File: src/rtl/b01_pkg.sv
// Shared types and helpers for the b01 serial adder/comparator FSM.
// Optional build macro: B01_OBS_EN (adds the obs_state observation port).
package b01_pkg;

  // State encodings are fixed; obs_state exposes them directly.
  typedef enum logic [2:0] {
    ST_A   = 3'd0,
    ST_B   = 3'd1,
    ST_C   = 3'd2,
    ST_E   = 3'd3,
    ST_F   = 3'd4,
    ST_G   = 3'd5,
    ST_WF0 = 3'd6,
    ST_WF1 = 3'd7
  } state_t;

  localparam logic [2:0] OBS_IDLE = 3'd0;

  // Result bit select: carry-pending states emit the inverted sum bit.
  function automatic logic sel_out(input logic x, input logic invert);
    return invert ? ~x : x;
  endfunction

endpackage

File: src/rtl/b01_serial_adder.sv
// b01_serial_adder: Mealy FSM adding/comparing two serial bit streams over a
// 4-bit frame (A/E -> B/F -> C/G -> WF0/WF1 -> A/E). F, G and WF1 carry a
// pending carry; E flags overflow on the edge that leaves it.
// Optional build macro: B01_OBS_EN adds a registered obs_state[2:0] port that
// shows the current state encoding one edge after __obs is high.
module b01_serial_adder
  import b01_pkg::*;
(
  input  logic       clock,
  input  logic       reset,
  input  logic       line1,
  input  logic       line2,
  input  logic       __obs,
  output logic       outp,
  output logic       overflw
`ifdef B01_OBS_EN
  ,
  output logic [2:0] obs_state
`endif
);

  state_t state;

  logic bit_x;
  logic bit_and;
  logic bit_or;

  // Per-edge combinations of the two serial input bits.
  assign bit_x   = line1 ^ line2;
  assign bit_and = line1 & line2;
  assign bit_or  = line1 | line2;

  // Next state and both outputs update together; reset wins over every transition.
  // NOTE: reset is sampled synchronously here, and all state uses <= so every
  // register sees the pre-edge value of state in the same cycle.
  always_ff @(posedge clock) begin
    if (reset) begin
      state   <= ST_A;
      outp    <= 1'b0;
      overflw <= 1'b0;
    end else begin
      case (state)
        ST_A: begin
          state   <= bit_and ? ST_F : ST_B;
          outp    <= sel_out(bit_x, 1'b0);
          overflw <= 1'b0;
        end
        ST_E: begin
          state   <= bit_and ? ST_F : ST_B;
          outp    <= sel_out(bit_x, 1'b0);
          overflw <= 1'b1;
        end
        ST_B: begin
          state   <= bit_and ? ST_G : ST_C;
          outp    <= sel_out(bit_x, 1'b0);
          overflw <= 1'b0;
        end
        ST_F: begin
          state   <= bit_or ? ST_G : ST_C;
          outp    <= sel_out(bit_x, 1'b1);
          overflw <= 1'b0;
        end
        ST_C: begin
          state   <= bit_and ? ST_WF1 : ST_WF0;
          outp    <= sel_out(bit_x, 1'b0);
          overflw <= 1'b0;
        end
        ST_G: begin
          state   <= bit_or ? ST_WF1 : ST_WF0;
          outp    <= sel_out(bit_x, 1'b1);
          overflw <= 1'b0;
        end
        ST_WF0: begin
          state   <= bit_and ? ST_E : ST_A;
          outp    <= sel_out(bit_x, 1'b0);
          overflw <= 1'b0;
        end
        ST_WF1: begin
          state   <= bit_or ? ST_E : ST_A;
          outp    <= sel_out(bit_x, 1'b1);
          overflw <= 1'b0;
        end
        default: begin
          state   <= ST_A;
          outp    <= 1'b0;
          overflw <= 1'b0;
        end
      endcase
    end
  end

`ifdef B01_OBS_EN
  // Snapshot of the current state while the observation strobe is high.
  always_ff @(posedge clock) begin
    if (reset) begin
      obs_state <= OBS_IDLE;
    end else begin
      obs_state <= __obs ? state : OBS_IDLE;
    end
  end
`else
  // Strobe has no function in this build; tie it off so it stays visibly unused.
  logic unused_obs;
  assign unused_obs = __obs;
`endif

endmodule

File: config.mk
export PLATFORM = sky130hd
export DESIGN_NAME = b01_serial_adder
export DESIGN_NICKNAME = d
export VERILOG_FILES = /design/src/rtl/b01_pkg.sv /design/src/rtl/b01_serial_adder.sv
export SDC_FILE = /design/constraint.sdc
export NUM_CORES = 1
export LEC_CHECK = 0
export CORE_AREA = 2 2 39 41
export CTS_CLUSTER_DIAMETER = 30
export DETAILED_ROUTE_END_ITERATION = 7
export DIE_AREA = 0 0 41 43
export PLACE_DENSITY = 0.4
export SLEW_MARGIN = 40
export SYNTH_ARGS = -nofsm -noshare
export SYNTH_HDL_FRONTEND = slang
export SYNTH_SLANG_ARGS = --single-unit
File: constraint.sdc
create_clock -name clock -period 1.74 [get_ports clock]
set_input_delay 0.348 -clock clock [delete_from_list [all_inputs] [get_ports clock]]
set_output_delay 0.348 -clock clock [all_outputs]
set_load 0.005 [all_outputs]
## Word level (Yosys, flattened, before mapping)

Cells that the tools add are included.

| cells by class | value |
|---|---|
| eq/ne operators | 7 |
| muxes and demuxes | 10 |
| bitwise gates (word level) | 4 |
| reductions and logical operators | 5 |

Operators by type and width:

| operator | number |
|---|---|
| one-hot mux 3 bit (7 select lines) | 1 |
| equality test 3 bit, second input constant | 4 |
| two-way mux 3 bit | 3 |
| OR reduction 7 bit | 1 |
| equality test 3 x 2 -> 1 bit, second input constant | 2 |
| OR reduction 5 bit | 1 |
| two-way mux 2 bit | 2 |
| one-hot mux 1 bit (2 select lines) | 2 |
| equality test 3 x 1 -> 1 bit, second input constant | 1 |
| zero test 3 bit | 1 |
| OR reduction 3 bit | 1 |
| two-way mux 1 bit | 2 |
| OR reduction 2 bit | 1 |
| bitwise AND 1 bit | 1 |
| inverter 1 bit | 1 |
| OR 1 bit | 1 |
| bitwise XOR 1 bit | 1 |

| storage, ports and cells | value |
|---|---|
| flip-flop bits (word level) | 5 |
| input bits | 5 |
| output and inout bits | 2 |
| word-level logic and storage cells | 29 |

## Logic depth before layout (Yosys ltp)

| depth | value |
|---|---|
| depth after elaboration | 3 |
| gate-level depth with buffers | 5 |
| gate-level depth less buffers | 5 |

## Least setup slack after synthesis

No wires, ideal clock.

| timing | value |
|---|---|
| path type | input to register |
| from | input line1 |
| to | register outp |
| library setup time | 70 ps |
| data arrival time | 1104 ps |
| data required time | 1670 ps |
| path slack | 566 ps |
| cell stages on the path | 4 |
| path buffers | 0 |
| cells stage by stage | inv_1 -> ha_1 -> or3_1 -> a21oi_1 |

| between the ends | value |
|---|---|
| longest elaborated chain between the ends | 3 |

Ends and longest elaborated chain:

| what | line | text |
|---|---|---|
| from (decl) | b01_serial_adder.sv:11 | `input logic line1,` |
| bitwise XOR 1 bit * | b01_serial_adder.sv:29 | `assign bit_x = line1 ^ line2;` |
| inverter 1 bit | b01_pkg.sv:21 | `return invert ? ~x : x;` |
| one-hot mux 1 bit (2 select lines) * | b01_serial_adder.sv:42 | `case (state)` |
| to (signal assigned) | b01_serial_adder.sv:45 | `outp <= sel_out(bit_x, 1'b0);` |
| to (signal assigned) | b01_serial_adder.sv:50 | `outp <= sel_out(bit_x, 1'b0);` |
| to (signal assigned) | b01_serial_adder.sv:55 | `outp <= sel_out(bit_x, 1'b0);` |
| to (decl) | b01_serial_adder.sv:14 | `output logic outp,` |

Mark *: on every way between the ends. The rest lies on a longest branch, timed or not.
A chain may end at the register's enable or synchronous reset.

## Worst setup path after layout

Same ends and word-level chain as after synthesis.

==> summary.md <==
| Metric | Value |
|---|---|
| P per Cell Area | `1070 nW/um^2` |
| Worst setup margin | `0.286 ns` |
| Area leader, netlist | `dfxtp_1` |
| Total wire length | `549 microns` |
| Hold Startpoint | `state[2]$_SDFF_PP0_` |
| Max cap viols | `0` |
| Worst-Skew Late Latency | `0.24 ns` |
| Critical Path End Type | `flop` |
| Root buf cell | `clkbuf_4` |
| Synth cell types | `18` |
| Antenna cells | `0` |
| Clock transition at path regs | `0.04 ns` |
| Largest stage delay, worst path | `0.48 ns` |
| CTS tree | `yes` |
| Setup TNS | `0 ns` |
| Top-count cell post-synth | `dfxtp_1` |
| WHS | `0.519 ns` |
| Mapped Cells | `30` |
| Post-Synthesis Mean Instance Area | `8.97 sq um` |
| Final Cycle Share | `0.836` |
| Flops & latches, synth | `5` |
| Crit path DAT | `1.63 ns` |
| Ys Warns | `0` |
| DP HPWL | `433 microns` |
| Seq/Total Area, Yosys | `0.372` |
| Slew of the pin with the lowest slew margin | `0.230 ns` |
| Total GRT Usage | `0.0923` |
| Ys async rst share | `0` |
| GP Congestion | `0.754` |
| Worst Setup Path Type | `in2reg` |
| Initial Util | `0.194` |
| Synthesized Nets | `37` |
| Synth top area cells | `dfxtp_1 37%, ha_1 9.3%, or3_1 7.0%, o211ai_1 5.6%, nor2b_4 5.1%` |
| Clk sinks | `5` |
| Non-Filler Instances | `55` |
| Die height | `43 microns` |
| Clock skew | `0.00139 ns` |
| Leakage power | `0.000144 uW` |
| R2r worst-path depth | `3` |
| Req. time, crit path | `1.91 ns` |
| EDFF count, synth | `0` |
| Hold Path Sink | `overflw$_SDFF_PP0_` |
| Share of post-route cells with drive strength above 1 | `0.179` |
| Row count | `14` |
| Final ANT Viol Nets | `0` |
| Endpoints failing hold | `0` |
| Worst rel slew slack | `0.844` |
| Synth top area share | `0.372` |
| Leading cell types by count after synthesis | `5 x dfxtp_1, 3 x or3_1` |
| First-pass GRT wire length | `1030 microns` |
| Place WS | `0.0250 ns` |
| Hold Path Class | `reg2reg` |
| RSZ-0062 raised after global routing | `no` |
| DRC violations left | `0` |
| Worst R2R Start | `state[0]$_SDFF_PP0_` |
| Number of instances in the placed design | `51` |
| Die Span X | `41 microns` |
| Final min period | `1.45 ns` |
| Status | `finished, final reports clean` |
| Max Fclk | `688 MHz` |
| CP max FO | `2` |
| Worst vdd ir | `320 uV` |
| Slew Viols, Final | `0` |
| Hold path cells | `1` |
| Vias | `250` |
| Area growth, synth to finish | `35.8%` |
| Largest net degree at the start of global routing | `8` |
| Initial DRT Pass Iterations | `2` |
| Reg2reg setup slack | `0.68 ns` |
| Endpoints failing setup | `0` |
| Max H-tree Level | `1` |
| Type of origin of the critical path | `primary input` |
| Reg2Reg Capture Point | `state[1]$_SDFF_PP0_` |
| Port Buffers | `5` |
| # IOs | `7` |
| TritonCTS buffer count | `3` |
| Top FF cell, synth | `dfxtp_1` |
| Initial antenna violation count | `0` |
| Starting DRT DRC Count | `2` |
| Wirelength per Cell | `9.98 microns` |
| Vias in the first global route | `250` |
| Post-synthesis cell area | `269 sq um` |
| Total grt overflow | `0` |
| Post-CTS Setup Bufs | `0` |
| Clock Path Buffers | `2` |
| Vias per inst | `4.55` |
| Critical-path cell list | `clkdlybuf4s50_1 > inv_1 > ha_1 > or3_1 > a21oi_1` |
| Slowest stage cell on the critical path | `clkdlybuf4s50_1` |
| Die area | `1760 sq um` |
| Post-layout net count | `47` |
| Post-CTS Resized | `0` |
| Hold buffer count at CTS | `0` |
| Core area | `1380 sq um` |
[state kept, by name, indices dropped and copies added (netlist names)]
| signal | count |
|---|---|
| outp | 1 |
| state | 3 |
| overflw | 1 |
[metrics by stage]
stage               power, uW  utilization  cell area (sq um)
detailed placement        261        0.245                339
global route              423        0.264                365
finish                    393        0.264                365
floorplan                 227            -                269
global placement          260        0.245                339
CTS                       403        0.264                365
[metal layers]
metal / wire, microns / vias to the layer above / track usage / share of wire
li1: - / 127 / - / -
met3: 47 / 0 / 0.0785 / 0.086
met5: 0 / - / 0 / 0
met2: 265 / 10 / 0.122 / 0.48
met4: 0 / 0 / 0.0400 / 0
met1: 237 / 113 / 0.103 / 0.43
[worst max path at each step]
stage | from | endpoint | slack [ns]
global route | line2 | outp$_SDFF_PP0_ | 0.23
floorplan | line1 | outp$_SDFF_PP0_ | 0.57
finish | line1 | outp$_SDFF_PP0_ | 0.29
CTS | line1 | outp$_SDFF_PP0_ | 0.28
detailed placement | line1 | outp$_SDFF_PP0_ | 0.03
global placement | line1 | outp$_SDFF_PP0_ | 0.03
[logic make-up (layout without fill, tap and decap cells)]
family,count (synthesis),count (layout),synth area share
xor gates and xnor gates,1,1,0.0326
and+or+nand+nor,8,8,0.200
DFF,5,5,0.372
AOI/OAI and AO/OA,10,10,0.246
buffers and inverters,4,13,0.0558
adders and majority gates,2,2,0.0930
[power breakdown]
group | internal, uW | total [uW] | switching, uW
clock | 86.7 | 135 | 48.4
combinational | 56.5 | 99.6 | 43.1
sequential | 134 | 158 | 23.9
[cell type report]
| type | count | area (sq um) |
|---|---|---|
| fill | 156 | 1020 |
| multi-input combinational | 21 | 154 |
| sequential | 5 | 100 |
| timing repair buffer | 5 | 50.0 |
| clock buffer | 4 | 26.3 |
| tap | 16 | 20.0 |
| inverter | 4 | 15.0 |
[critical path, delay by kind of cell]
family	cells	cell delay [ns]
buf+inv	2	0.53
compound gates	1	0.13
simple gates	1	0.34
fa+ha+maj	1	0.29
[cells in the final DEF, fill, tap and decap left out, drive strengths merged, types with 2 or more instances in the layout]
master,n
clkdlybuf4s50,5
dfxtp,5
clkbuf,4
inv,4
or3,3
nand2,2
o211ai,2
a31oi,2
ha,2
o21ai,2
(Power assumes the default switching activity.)
